===== src/rtl/rr_arbiter_16_pkg.sv =====
`default_nettype none
// ============================================================================
// Module      : rr_arbiter_16_pkg
// Description : Shared sizes, FSM encodings and the lowest-set-bit helper for
//               the 16-way round-robin arbiter.
// Revision    : 1.0 - initial release
// ============================================================================
package rr_arbiter_16_pkg;

    localparam int N_REQ = 16;
    localparam int IDX_W = 4;

    localparam logic [0:0] S_IDLE  = 1'b0;
    localparam logic [0:0] S_GRANT = 1'b1;

    // Index of the lowest set bit; zero when the vector is empty.
    function automatic logic [IDX_W-1:0] lowest_set(input logic [N_REQ-1:0] vec);
        logic [IDX_W-1:0] r;
        r = '0;
        for (int i = N_REQ - 1; i >= 0; i--) begin
            if (vec[i]) begin
                r = IDX_W'(i);
            end
        end
        return r;
    endfunction

endpackage
`default_nettype wire


===== src/rtl/rr_arbiter_16_decoder.sv =====
`default_nettype none
// ============================================================================
// Module      : rr_arbiter_16_decoder
// Description : 4-to-16 binary to one-hot decoder for the grant vector.
// Revision    : 1.0 - initial release
// ============================================================================
module rr_arbiter_16_decoder
    import rr_arbiter_16_pkg::*;
(
    input  logic [IDX_W-1:0] i_idx,
    output logic [N_REQ-1:0] o_onehot
);

    always_comb begin
        o_onehot        = '0;
        o_onehot[i_idx] = 1'b1;
    end

endmodule
`default_nettype wire


===== src/rtl/rr_arbiter_16.sv =====
`default_nettype none
// ============================================================================
// Module      : rr_arbiter_16
// Description : 16-requester round-robin arbiter with held grants, release,
//               request-drop and hold-limit rotation.
// Revision    : 1.0 - initial release
// ============================================================================
module rr_arbiter_16
    import rr_arbiter_16_pkg::*;
#(
    parameter int HOLD_MAX = 15
) (
    input  logic             clock,
    input  logic             reset_,
    input  logic [N_REQ-1:0] req,
    input  logic             release_,
    output logic [N_REQ-1:0] grant,
    output logic [IDX_W-1:0] grant_idx,
    output logic             busy,
    output logic             timeout
);

    localparam logic [IDX_W-1:0] c_hold_max = IDX_W'(HOLD_MAX);
    localparam logic [IDX_W-1:0] c_one      = IDX_W'(1);

    logic [0:0]       r_state;
    logic [0:0]       w_state_nxt;
    logic [IDX_W-1:0] r_ptr;
    logic [IDX_W-1:0] r_idx;
    logic [IDX_W-1:0] r_hold;
    logic             r_timeout;

    logic [IDX_W-1:0] w_start;
    logic [IDX_W-1:0] w_offset;
    logic [IDX_W-1:0] w_winner;
    logic [N_REQ-1:0] w_rot;
    logic [N_REQ-1:0] w_dec;
    logic             w_any;
    logic             w_owner_req;
    logic             w_limit;
    logic             w_end;

    // Rotate so the requester just after ptr sits at bit 0; 4-bit adds wrap.
    assign w_start = r_ptr + c_one;

    always_comb begin
        w_rot = '0;
        for (int j = 0; j < N_REQ; j++) begin
            w_rot[j] = req[IDX_W'(j) + w_start];
        end
    end

    assign w_offset    = lowest_set(w_rot);
    assign w_winner    = w_start + w_offset;
    assign w_any       = |req;
    assign w_owner_req = req[r_idx];
    assign w_limit     = (r_hold == c_hold_max);
    assign w_end       = release_ | ~w_owner_req | w_limit;

    always_comb begin
        w_state_nxt = r_state;
        case (r_state)
            S_IDLE:  if (w_any) w_state_nxt = S_GRANT;
            S_GRANT: if (w_end) w_state_nxt = S_IDLE;
            default: w_state_nxt = S_IDLE;
        endcase
    end

    always_ff @(posedge clock or negedge reset_) begin
        if (!reset_) begin
            r_state   <= S_IDLE;
            r_ptr     <= '1;
            r_idx     <= '0;
            r_hold    <= '0;
            r_timeout <= 1'b0;
        end else begin
            r_state   <= w_state_nxt;
            r_timeout <= 1'b0;
            case (r_state)
                S_IDLE: begin
                    if (w_any) begin
                        r_idx  <= w_winner;
                        r_hold <= c_one;
                    end
                end
                S_GRANT: begin
                    if (w_end) begin
                        r_ptr     <= r_idx;
                        // Only a pure hold-limit expiry is reported.
                        r_timeout <= w_limit & ~release_ & w_owner_req;
                    end else begin
                        r_hold <= r_hold + c_one;
                    end
                end
                default: ;
            endcase
        end
    end

    rr_arbiter_16_decoder u_decoder (
        .i_idx    (r_idx),
        .o_onehot (w_dec)
    );

    always_comb begin
        busy      = (r_state == S_GRANT);
        grant     = w_dec & {N_REQ{busy}};
        grant_idx = r_idx;
        timeout   = r_timeout;
    end

endmodule
`default_nettype wire


===== config.mk =====
export PLATFORM = sky130hd
export DESIGN_NAME = rr_arbiter_16
export DESIGN_NICKNAME = d
export VERILOG_FILES = /design/src/rtl/rr_arbiter_16_pkg.sv /design/src/rtl/rr_arbiter_16_decoder.sv /design/src/rtl/rr_arbiter_16.sv
export SDC_FILE = /design/constraint.sdc
export NUM_CORES = 1
export LEC_CHECK = 0
export CAP_MARGIN = 10
export CORE_MARGIN = 3
export CORE_UTILIZATION = 59
export CTS_CLUSTER_DIAMETER = 100
export DETAILED_ROUTE_END_ITERATION = 6
export PLACE_DENSITY_LB_ADDON = 0.1
export SYNTH_ARGS = -nofsm -noshare
export SYNTH_HDL_FRONTEND = slang
export SYNTH_SLANG_ARGS = --single-unit
export TNS_END_PERCENT = 5

===== constraint.sdc =====
create_clock -name clock -period 7.4 [get_ports clock]
set_input_delay 1.48 -clock clock [delete_from_list [all_inputs] [get_ports clock]]
set_output_delay 1.48 -clock clock [all_outputs]
set_load 0.03 [all_outputs]

==> results of run 1 <==
## worst max-delay path by stage
stage                   endpoint  slack (ps)  depth (start not counted)
floorplan           grant_idx[3]        3020                         20
global route        grant_idx[3]        1790                         18
finish              grant_idx[3]        2180                         15
CTS                 grant_idx[3]        2170                         15
detailed placement  grant_idx[3]        2190                         15
global placement    grant_idx[3]        2310                         15
## routing by layer
layer / routed length (um) / vias up
li1: - / 1083
met1: 2710 / 1096
met2: 3030 / 105
met3: 570 / 12
met4: 80 / 0
met5: 0 / -
## critical path: stages, from the launching register on
cell and delay (ps):
sky130_fd_sc_hd__dfstp_2 810, sky130_fd_sc_hd__inv_2 230, sky130_fd_sc_hd__ha_1 810, sky130_fd_sc_hd__buf_4 390, sky130_fd_sc_hd__mux4_2 560, sky130_fd_sc_hd__mux4_2 510
sky130_fd_sc_hd__nand2b_1 170, sky130_fd_sc_hd__o2111a_1 260, sky130_fd_sc_hd__o31a_1 280, sky130_fd_sc_hd__ha_1 270, sky130_fd_sc_hd__a21o_1 160, sky130_fd_sc_hd__a21oi_1 160
sky130_fd_sc_hd__xor2_1 200, sky130_fd_sc_hd__nor2_1 60, sky130_fd_sc_hd__o2111ai_1 110, sky130_fd_sc_hd__o211ai_1 120
## cell families (layout without fill, tap and decap cells)
logic type,Yosys count,after routing
XOR/XNOR,10,10
AND/OR/NAND/NOR,97,97
flip-flops,14,14
AO/OA/AOI/OAI,61,61
multiplexers,56,56
adder cells (fa/ha/maj),7,7
buffers and inverters,25,54
## state kept, by name, summed over array words and instances, names as in the netlist
register,flops
timeout,1
r_ptr,4
r_hold,4
grant_idx,4
busy,1
## layout by cell type (no fill, tap or decap), types with 2 or more instances in the layout
cell type and n:
sky130_fd_sc_hd__a211oi_1 3, sky130_fd_sc_hd__a21o_1 3, sky130_fd_sc_hd__a21oi_1 8, sky130_fd_sc_hd__a22oi_1 2
sky130_fd_sc_hd__and3_1 2, sky130_fd_sc_hd__and3b_1 2, sky130_fd_sc_hd__clkbuf_8 4, sky130_fd_sc_hd__clkdlybuf4s50_1 40
sky130_fd_sc_hd__dfrtp_1 10, sky130_fd_sc_hd__dfstp_2 4, sky130_fd_sc_hd__ha_1 6, sky130_fd_sc_hd__inv_1 7
sky130_fd_sc_hd__mux2_1 4, sky130_fd_sc_hd__mux2_2 11, sky130_fd_sc_hd__mux2i_1 25, sky130_fd_sc_hd__mux4_1 2
sky130_fd_sc_hd__mux4_2 14, sky130_fd_sc_hd__nand2_1 22, sky130_fd_sc_hd__nand2b_1 8, sky130_fd_sc_hd__nand3_1 5
sky130_fd_sc_hd__nand3b_1 3, sky130_fd_sc_hd__nor2_1 25, sky130_fd_sc_hd__nor2b_1 4, sky130_fd_sc_hd__nor3_1 8
sky130_fd_sc_hd__nor4_1 5, sky130_fd_sc_hd__o211a_1 3, sky130_fd_sc_hd__o21a_1 2, sky130_fd_sc_hd__o21ai_0 18
sky130_fd_sc_hd__o31ai_1 3, sky130_fd_sc_hd__or2_2 2, sky130_fd_sc_hd__or2b_1 2, sky130_fd_sc_hd__xnor2_1 3
sky130_fd_sc_hd__xor2_1 5
## cells in the mapped netlist, types with 2 or more instances
master | n | area (sq um)
sky130_fd_sc_hd__a21oi_1 | 8 | 40.0
sky130_fd_sc_hd__ha_1 | 6 | 75.1
sky130_fd_sc_hd__nand2b_1 | 8 | 50.1
sky130_fd_sc_hd__mux4_1 | 2 | 52.6
sky130_fd_sc_hd__or2b_1 | 2 | 15.0
sky130_fd_sc_hd__buf_2 | 4 | 20.0
sky130_fd_sc_hd__o21ai_0 | 18 | 90.1
sky130_fd_sc_hd__nand3b_1 | 3 | 22.5
sky130_fd_sc_hd__inv_1 | 7 | 26.3
sky130_fd_sc_hd__nor2_1 | 25 | 93.8
sky130_fd_sc_hd__clkbuf_1 | 5 | 18.8
sky130_fd_sc_hd__xnor2_1 | 3 | 26.3
sky130_fd_sc_hd__mux2_1 | 4 | 45.0
sky130_fd_sc_hd__nor2b_1 | 4 | 25.0
sky130_fd_sc_hd__buf_6 | 6 | 67.6
sky130_fd_sc_hd__o211a_1 | 3 | 30.0
sky130_fd_sc_hd__dfstp_2 | 4 | 105
sky130_fd_sc_hd__a21o_1 | 3 | 22.5
sky130_fd_sc_hd__or2_2 | 2 | 12.5
sky130_fd_sc_hd__nand3_1 | 5 | 25.0
sky130_fd_sc_hd__xor2_1 | 5 | 43.8
sky130_fd_sc_hd__o31ai_1 | 3 | 22.5
sky130_fd_sc_hd__nand2_1 | 22 | 82.6
sky130_fd_sc_hd__a211oi_1 | 3 | 22.5
sky130_fd_sc_hd__mux2i_1 | 25 | 250
sky130_fd_sc_hd__o21a_1 | 2 | 15.0
sky130_fd_sc_hd__a22oi_1 | 2 | 15.0
sky130_fd_sc_hd__nor4_1 | 5 | 31.3
sky130_fd_sc_hd__mux4_2 | 14 | 315
sky130_fd_sc_hd__and3_1 | 2 | 12.5
sky130_fd_sc_hd__dfrtp_1 | 10 | 250
sky130_fd_sc_hd__mux2_2 | 11 | 124
sky130_fd_sc_hd__and3b_1 | 2 | 17.5
sky130_fd_sc_hd__nor3_1 | 8 | 40.0
## per-stage QoR
stage,cell area [sq um],cells
after floorplan,2430,270
after global placement,2780,343
after detailed placement,2780,343
after CTS,2840,347
after global routing,2840,347
final,2840,347
## layout make-up
type,instances,share of cell area
Multi-Input combinational cell,231,0.678
Timing Repair Buffer,41,0.144
Sequential cell,14,0.125
Tap cell,48,0.0212
Clock buffer,4,0.0194
Inverter,9,0.0128
==> reports/summary.txt, run 1 <==
Number of buffers added for setup after CTS - 0
Pin count of the biggest net entering global routing - 22
Simple-gate share of the synthesized area - 0.205
Count of hold buffers inserted by post-cts repair - 0
Total congestion overflow - 0
Layout fillers - 300
Synthesis-to-finish area growth - 16.8%
DRC violation count after routing - 0
Starting utilization of the core area - 0.635
Flop-to-flop setup slack - 2180 ps
Post-layout net count - 326
Top-level port count - 41
Portion of netlist area occupied by mux cells - 0.324
Wire length per cell - 18.4 um
Cell count of the worst hold path - 1
Worst-case reg-to-reg path depth - 15
Final max-slew violation count - 0
RR Startpoint - r_ptr[0]
Critical path start-end classification - flop to flop
Worst Path Max Fanout - 21
Routability congestion estimate from global placement - 0.905
Via count of the first global-routing pass - 2168
Result of the run - finished, final reports clean
Crit. Startpoint - r_ptr[0]
First-iteration detailed-routing DRC count - 225
Share of final-layout standard cells stronger than drive strength 1 - 0.154
Capture instance of the worst register-to-register path - grant_idx[3]
Final design utilization - 0.742
Antenna violations before repair - 0
Port buffer count - 40
Synthesized area divided by synthesized cell count - 9.00 sq um
Post-synthesis cell type count - 68
Largest family of logic cells by synthesized area - multiplexers
Crit path setup slack, layout - 2180 ps
Hold Path Sink - r_hold[0]
Complex-gate fraction of the synthesized area - 0.177
Clock input transition at the sequential cells of the worst setup and hold paths - 70 ps
Area of the placeable core - 3830 sq um
Placement row count - 22
Clk sink count - 14
Number of levels the H-tree was split into - 1
Relative slew margins - 0.530
Final TNS setup - 0 ps
Total of cells resized after clock tree synthesis - 0
Post-synthesis xor/xnor area fraction - 0.0469
Startpoint kind of the worst setup timing path - flop
Global-route wire length before repair - 10800 um
Overall fraction of global-route tracks in use - 0.269
Met1 Usage GRT - 0.389
Pre-CTS setup slack - 2190 ps
Flop and latch count out of synthesis - 14
Maximum root-to-sink buffer count - 2
Area occupied by registers - 355 sq um
Hold Startpoint - r_hold[0]
Count of antenna-violating nets left after detailed routing - 0
Arrival time reported for the critical path endpoint - 5350 ps
Horiz. Die Dim - 70.2 um
CTS Buf Count - 3
Maximum capacitance violations - 0
Detailed placer's ending HPWL - 5100 um
Cell area after synthesis - 2430 sq um
Grt peak-use layer - met2
Buffer type at the clock tree root - sky130_fd_sc_hd__clkbuf_8
Vias - 2296
Skew final - 12.3 ps
Die outline area - 4920 sq um
Yosys warning total - 0
Max Clk Rate - 192 MHz
Worst hold margin - 501 ps
Clock tree from TritonCTS - built
Vias per inst - 6.62
Hold Path Class - flop to flop
First-pass iteration count of the detailed router - 5
Async set or reset register ratio after synthesis - 1.00
Data required time of the critical path - 7530 ps
Met2 Track Usage GR - 0.433
Transition time at the pin with the least slew margin - 705 ps
Post-route clock period utilization - 0.705
Final setup viols - 0
Cell count after synthesis - 270
Most used DFF post-synth - sky130_fd_sc_hd__dfrtp_1
Post-Synth Adder-Cell Area - 0.0391
Number of enable-type register cells in the synthesized netlist - 0
Multi-input combinational cell area - 1920 sq um
Die height - 70.2 um
Antenna diode count - 0
WL final - 6390 um
Critical Path End Type - flop
Net count after synthesis - 296
Post-synthesis sequential area ratio - 0.146
Clock period minus worst slack - 5220 ps
RSZ-0062 raised after global routing - no
Met3 capacity usage during global routing - 0.0432
Skew-Pair Late Insertion Delay - 260 ps
Final Hold Vio Count - 0
Power of run 1 is not shown: default switching activity piles up to over one toggle a cycle in this logic, so the estimate is an artifact.
==> run 2, diff against run 1 <==
- CORE_UTILIZATION: 59 -> 55
- clock period: 7.4 -> 5.2 ns (I/O delays scaled with it)
==> run 2 against run 1 <==
Worst hold slack gained 7.8 ps. Global-route usage shrank 0.42 points. Non-clock buffer count grew 3. Critical path depth increased by 2. Die area grew 6.6%. Setup slack worse by 1700 ps. Flip-flop and latch count is the same. Utilization shrank 5.1 points. Clock skew shrank 9.1 ps. Routed wire length is 2.3% higher. Cell count grew 1.4%. Via count decreased by 2.0%. Critical path type unchanged.
==> reports/summary.txt, run 2 (synthesized netlist as in run 1, its figures left out) <==
Vias - 2249 (-2.0%)
Horiz. Die Dim - 72.5 um (+3.3%)
DRC violation count after routing - 0 (unchanged)
Worst-case reg-to-reg path depth - 17 (+2)
Arrival time reported for the critical path endpoint - 4810 ps (-540 ps)
Worst Path Max Fanout - 21 (unchanged)
Critical-path cell with the highest stage delay - sky130_fd_sc_hd__dfstp_2
Clk sink count - 14 (unchanged)
Final setup viols - 0 (unchanged)
Most common cell after layout, fill and taps aside - sky130_fd_sc_hd__clkdlybuf4s50_1
WL final - 6530 um (+2.3%)
CTS Buf Count - 3 (unchanged)
First-pass iteration count of the detailed router - 4 (-1)
First-iteration detailed-routing DRC count - 191 (-15%)
Final max-slew violation count - 0 (unchanged)
Final TNS setup - 0 ps (unchanged)
Global-route wire length before repair - 11100 um (+2.7%)
Post-layout net count - 329 (+0.92%)
Count of hold buffers inserted by post-cts repair - 0 (unchanged)
Placement row count - 23 (+4.5%)
Number of buffers added for setup after CTS - 0 (unchanged)
Overall fraction of global-route tracks in use - 0.265 (-0.00423)
Die height - 72.5 um (+3.3%)
Data required time of the critical path - 5320 ps (-2210 ps)
Synthesis-to-finish area growth - 17.9%
Critical path, cell by cell - inv_2 -> ha_1 -> buf_4 -> mux4_2 -> mux2_2 -> nor3_1 -> or2_2 -> o31ai_1 -> a2111oi_0 -> nor3_1 -> ha_1 -> a21o_1 -> a21oi_1 -> xor2_1 -> nor2_1 -> o2111ai_1 -> o211ai_1
Top-level port count - 41 (unchanged)
Total of cells resized after clock tree synthesis - 0 (unchanged)
Via count of the first global-routing pass - 2214 (+2.1%)
Antenna violations before repair - 0 (unchanged)
Number of levels the H-tree was split into - 1 (unchanged)
Post-place instance area - 2810 sq um (+0.90%)
Clock input transition at the sequential cells of the worst setup and hold paths - 70 ps (about the same)
Final design utilization - 0.691 (-0.0509)
Relative slew margins - 0.550 (+0.0203)
RSZ-0062 raised after global routing - no
Area of the placeable core - 4140 sq um (+8.3%)
Hold Path Class - flop to flop
Share of final-layout standard cells stronger than drive strength 1 - 0.162 (+0.00841)
Clock tree from TritonCTS - built
Crit path setup slack, layout - 513 ps (-1670 ps)
Skew final - 3.14 ps (-9.12 ps)
Final Hold Vio Count - 0 (unchanged)
Result of the run - finished, final reports clean
Startpoint kind of the worst setup timing path - flop
Buffer type at the clock tree root - sky130_fd_sc_hd__clkbuf_8
Maximum capacitance violations - 0 (unchanged)
Count of antenna-violating nets left after detailed routing - 0 (unchanged)
Wire length per cell - 18.6 um (+0.86%)
Starting utilization of the core area - 0.586 (-0.0487)
Detailed placer's ending HPWL - 5130 um (+0.60%)
Max incr delay on CP - 820 ps (about the same)
Maximum root-to-sink buffer count - 2 (unchanged)
Total congestion overflow - 0 (unchanged)
Critical Path End Type - flop
Critical path start-end classification - flop to flop
Clock period minus worst slack - 4690 ps (-534 ps)
Die outline area - 5250 sq um (+6.6%)
Cell count of the worst hold path - 1 (unchanged)
Port buffer count - 40 (unchanged)
Most used cells in the layout excluding fill and tap cells - sky130_fd_sc_hd__clkdlybuf4s50_1, sky130_fd_sc_hd__nor2_1, sky130_fd_sc_hd__mux2i_1, sky130_fd_sc_hd__nand2_1, sky130_fd_sc_hd__o21ai_0
Routability congestion estimate from global placement - 0.868 (-4.0%)
Max Clk Rate - 213 MHz (+11%)
Final instance area - 2860 sq um (+0.88%)
Transition time at the pin with the least slew margin - 673 ps (-32.6 ps)
Post-route clock period utilization - 0.901 (+0.196)
Pin count of the biggest net entering global routing - 22 (unchanged)
Antenna diode count - 0 (unchanged)
Skew-Pair Late Insertion Delay - 250 ps (about the same)
Pre-CTS setup slack - 580 ps (-1610 ps)
Vias per inst - 6.39 (-3.4%)
run 2: changes by cell type in the layout (fill, tap and decap cells not counted):
| cell | delta |
|---|---|
| sky130_fd_sc_hd__buf_4 | +3 |
run 2: path summary, 6_finish.rpt:
check	from	end	slack, ps
max in group asynchronous	reset_	r_hold[1]	3570
worst min register to register	r_hold[0]	r_hold[0]	510
worst max-delay path	r_ptr[0]	grant_idx[3]	510
min in group asynchronous	reset_	r_hold[2]	1200
worst min-delay path	r_hold[0]	r_hold[0]	510
worst max register to register	r_ptr[0]	grant_idx[3]	510
run 2: area by class of cell:
cell class                 instances  area (sq um)
timing repair buffer              44           430
tap                               50          62.6
fill                             334          1280
multi-input combinational        231          1920
inverter                           9          36.3
clock buffer                       4          55.1
sequential                        14           355
run 2: metal layers:
layer	GRT usage	vias up	wire, um
met5	0	-	0
met4	0.0492	0	43
met3	0.0291	4	315
met2	0.434	82	3120
met1	0.382	1078	3060
li1	-	1085	-
run 2: metrics by stage:
stage	hold WS [ps]	std cells
2_1_floorplan	468	270
4_1_cts	508	352
5_1_grt	538	352
6_report	508	352
3_5_place_dp	497	348
3_3_place_gp	489	348
run 2: critical path: cells and delay by family, from the launching register on:
family / cells / cell delay (ps)
multiplexers: 2 / 860
flip-flops: 1 / 820
buffers and inverters: 2 / 400
AO/OA/AOI/OAI: 6 / 1100
adder cells (fa/ha/maj): 2 / 610
AND/OR/NAND/NOR: 4 / 570
XOR/XNOR: 1 / 200
Power of run 2 is left out for the same reason.
==> run 3, diff against run 2 <==
- CORE_MARGIN: 3 -> 1
==> run 3 against run 2 <==
Utilization is 0.30 points higher. Worst hold slack better by 2.5 ps. Die area is 11% lower. Routed wire length is 1.8% lower. Cell count is 0.28% lower. Setup slack better by 170 ps. First-iteration DRC count is 32% lower. Flip-flop and latch count stayed put. Global-route usage is 2.9 points higher.
==> reports/summary.txt, run 3 (synthesized netlist as in run 1, its figures left out) <==
Result of the run - finished, final reports clean
Starting utilization of the core area - 0.590 (+0.00410)
Post-layout net count - 328 (-0.30%)
Die outline area - 4690 sq um (-11%)
Skew final - 1.14 ps (-2.00 ps)
RSZ-0062 raised after global routing - no
Placement row count - 23 (unchanged)
Count of hold buffers inserted by post-cts repair - 0 (unchanged)
Pin count of the biggest net entering global routing - 25 (+14%)
Clock input transition at the sequential cells of the worst setup and hold paths - 70 ps (about the same)
Hold Path Class - flop to flop
Detailed placer's ending HPWL - 4960 um (-3.4%)
Data required time of the critical path - 5320 ps (about the same)
Horiz. Die Dim - 68.5 um (-5.5%)
Final max-slew violation count - 0 (unchanged)
Wire length per cell - 18.3 um (-1.5%)
Final setup viols - 0 (unchanged)
Most used cells in the layout excluding fill and tap cells - sky130_fd_sc_hd__clkdlybuf4s50_1, sky130_fd_sc_hd__nor2_1, sky130_fd_sc_hd__mux2i_1, sky130_fd_sc_hd__nand2_1, sky130_fd_sc_hd__o21ai_0
Worst Path Max Fanout - 20 (-4.8%)
Area of the placeable core - 4120 sq um (-0.69%)
Post-place instance area - 2800 sq um (-0.27%)
Buffer type at the clock tree root - sky130_fd_sc_hd__clkbuf_8
WL final - 6420 um (-1.8%)
Synthesis-to-finish area growth - 17.6%
Number of buffers added for setup after CTS - 0 (unchanged)
Clock tree from TritonCTS - built
Share of final-layout standard cells stronger than drive strength 1 - 0.159 (-0.00278)
Max Clk Rate - 222 MHz (+3.8%)
Final TNS setup - 0 ps (unchanged)
Clock period minus worst slack - 4510 ps (-172 ps)
Overall fraction of global-route tracks in use - 0.293 (+0.0286)
Total of cells resized after clock tree synthesis - 0 (unchanged)
Relative slew margins - 0.548 (-0.00202)
Antenna violations before repair - 0 (unchanged)
Critical path start-end classification - flop to flop
CTS Buf Count - 3 (unchanged)
Number of levels the H-tree was split into - 1 (unchanged)
Worst hold margin - 511 ps (+2.50 ps)
DRC violation count after routing - 0 (unchanged)
First-pass iteration count of the detailed router - 4 (unchanged)
Maximum capacitance violations - 0 (unchanged)
Clk sink count - 14 (unchanged)
Total congestion overflow - 0 (unchanged)
Post-route clock period utilization - 0.868 (-0.0332)
Most common cell after layout, fill and taps aside - sky130_fd_sc_hd__clkdlybuf4s50_1
Via count of the first global-routing pass - 2017 (-8.9%)
Global-route wire length before repair - 10100 um (-9.0%)
Vias - 2233 (-0.71%)
Port buffer count - 40 (unchanged)
Top-level port count - 41 (unchanged)
Layout fillers - 351 (+5.1%)
Final Hold Vio Count - 0 (unchanged)
Die height - 68.5 um (-5.5%)
Critical Path End Type - flop
Vias per inst - 6.36 (-0.43%)
Arrival time reported for the critical path endpoint - 4640 ps (-170 ps)
Routability congestion estimate from global placement - 0.893 (+2.8%)
Antenna diode count - 0 (unchanged)
First-iteration detailed-routing DRC count - 130 (-32%)
Maximum root-to-sink buffer count - 2 (unchanged)
Count of antenna-violating nets left after detailed routing - 0 (unchanged)
Startpoint kind of the worst setup timing path - flop
Skew-Pair Late Insertion Delay - 250 ps (about the same)
Final instance area - 2860 sq um (-0.26%)
Transition time at the pin with the least slew margin - 676 ps (+3.03 ps)
[run 3: per-layer routing]
| layer | wire, um | vias up | global-route usage |
|---|---|---|---|
| met5 | 0 | - | 0 |
| met4 | 42 | 0 | 0.0573 |
| met3 | 205 | 4 | 0.0300 |
| met2 | 3230 | 42 | 0.483 |
| met1 | 2940 | 1102 | 0.414 |
| li1 | - | 1085 | - |
[run 3: worst paths after layout]
check	slack, ps	depth (start not counted)	start	end
worst max-delay path	690	17	r_ptr[0]	grant_idx[3]
worst min-delay path	510	1	r_hold[0]	r_hold[0]
worst max register to register	690	17	r_ptr[0]	grant_idx[3]
worst min register to register	510	1	r_hold[0]	r_hold[0]
max in group asynchronous	3570	1	reset_	grant_idx[3]
min in group asynchronous	1200	1	reset_	timeout
[run 3: critical path: stages, from the launching register on]
cell	delay (ps)
sky130_fd_sc_hd__dfstp_2	540
sky130_fd_sc_hd__buf_4	280
sky130_fd_sc_hd__ha_1	550
sky130_fd_sc_hd__nor2_1	150
sky130_fd_sc_hd__a21o_1	220
sky130_fd_sc_hd__a311oi_2	300
sky130_fd_sc_hd__xnor2_1	220
sky130_fd_sc_hd__mux4_2	600
sky130_fd_sc_hd__nand2b_1	100
sky130_fd_sc_hd__o2111a_1	240
sky130_fd_sc_hd__o31a_1	150
sky130_fd_sc_hd__ha_1	220
sky130_fd_sc_hd__a21o_1	150
sky130_fd_sc_hd__a21oi_1	160
sky130_fd_sc_hd__xor2_1	200
sky130_fd_sc_hd__nor2_1	60
sky130_fd_sc_hd__o2111ai_1	120
sky130_fd_sc_hd__o211ai_1	110
[run 3: per-stage QoR]
stage,util,setup slack [ps],std cells
floorplan,-,819,270
global placement,0.681,687,347
detailed placement,0.681,655,347
CTS,0.694,704,351
global route,0.694,304,351
finish,0.694,686,351
[run 3: cell type report]
class / count / area, sq um / share of cell area
repair buffers: 43 / 423 / 0.148
multi-input cells: 231 / 1920 / 0.674
inverters: 9 / 36.3 / 0.0127
well taps: 50 / 62.6 / 0.0219
clock buffers: 4 / 55.1 / 0.0193
flip-flops and latches: 14 / 355 / 0.124
Power of run 3 is left out for the same reason.
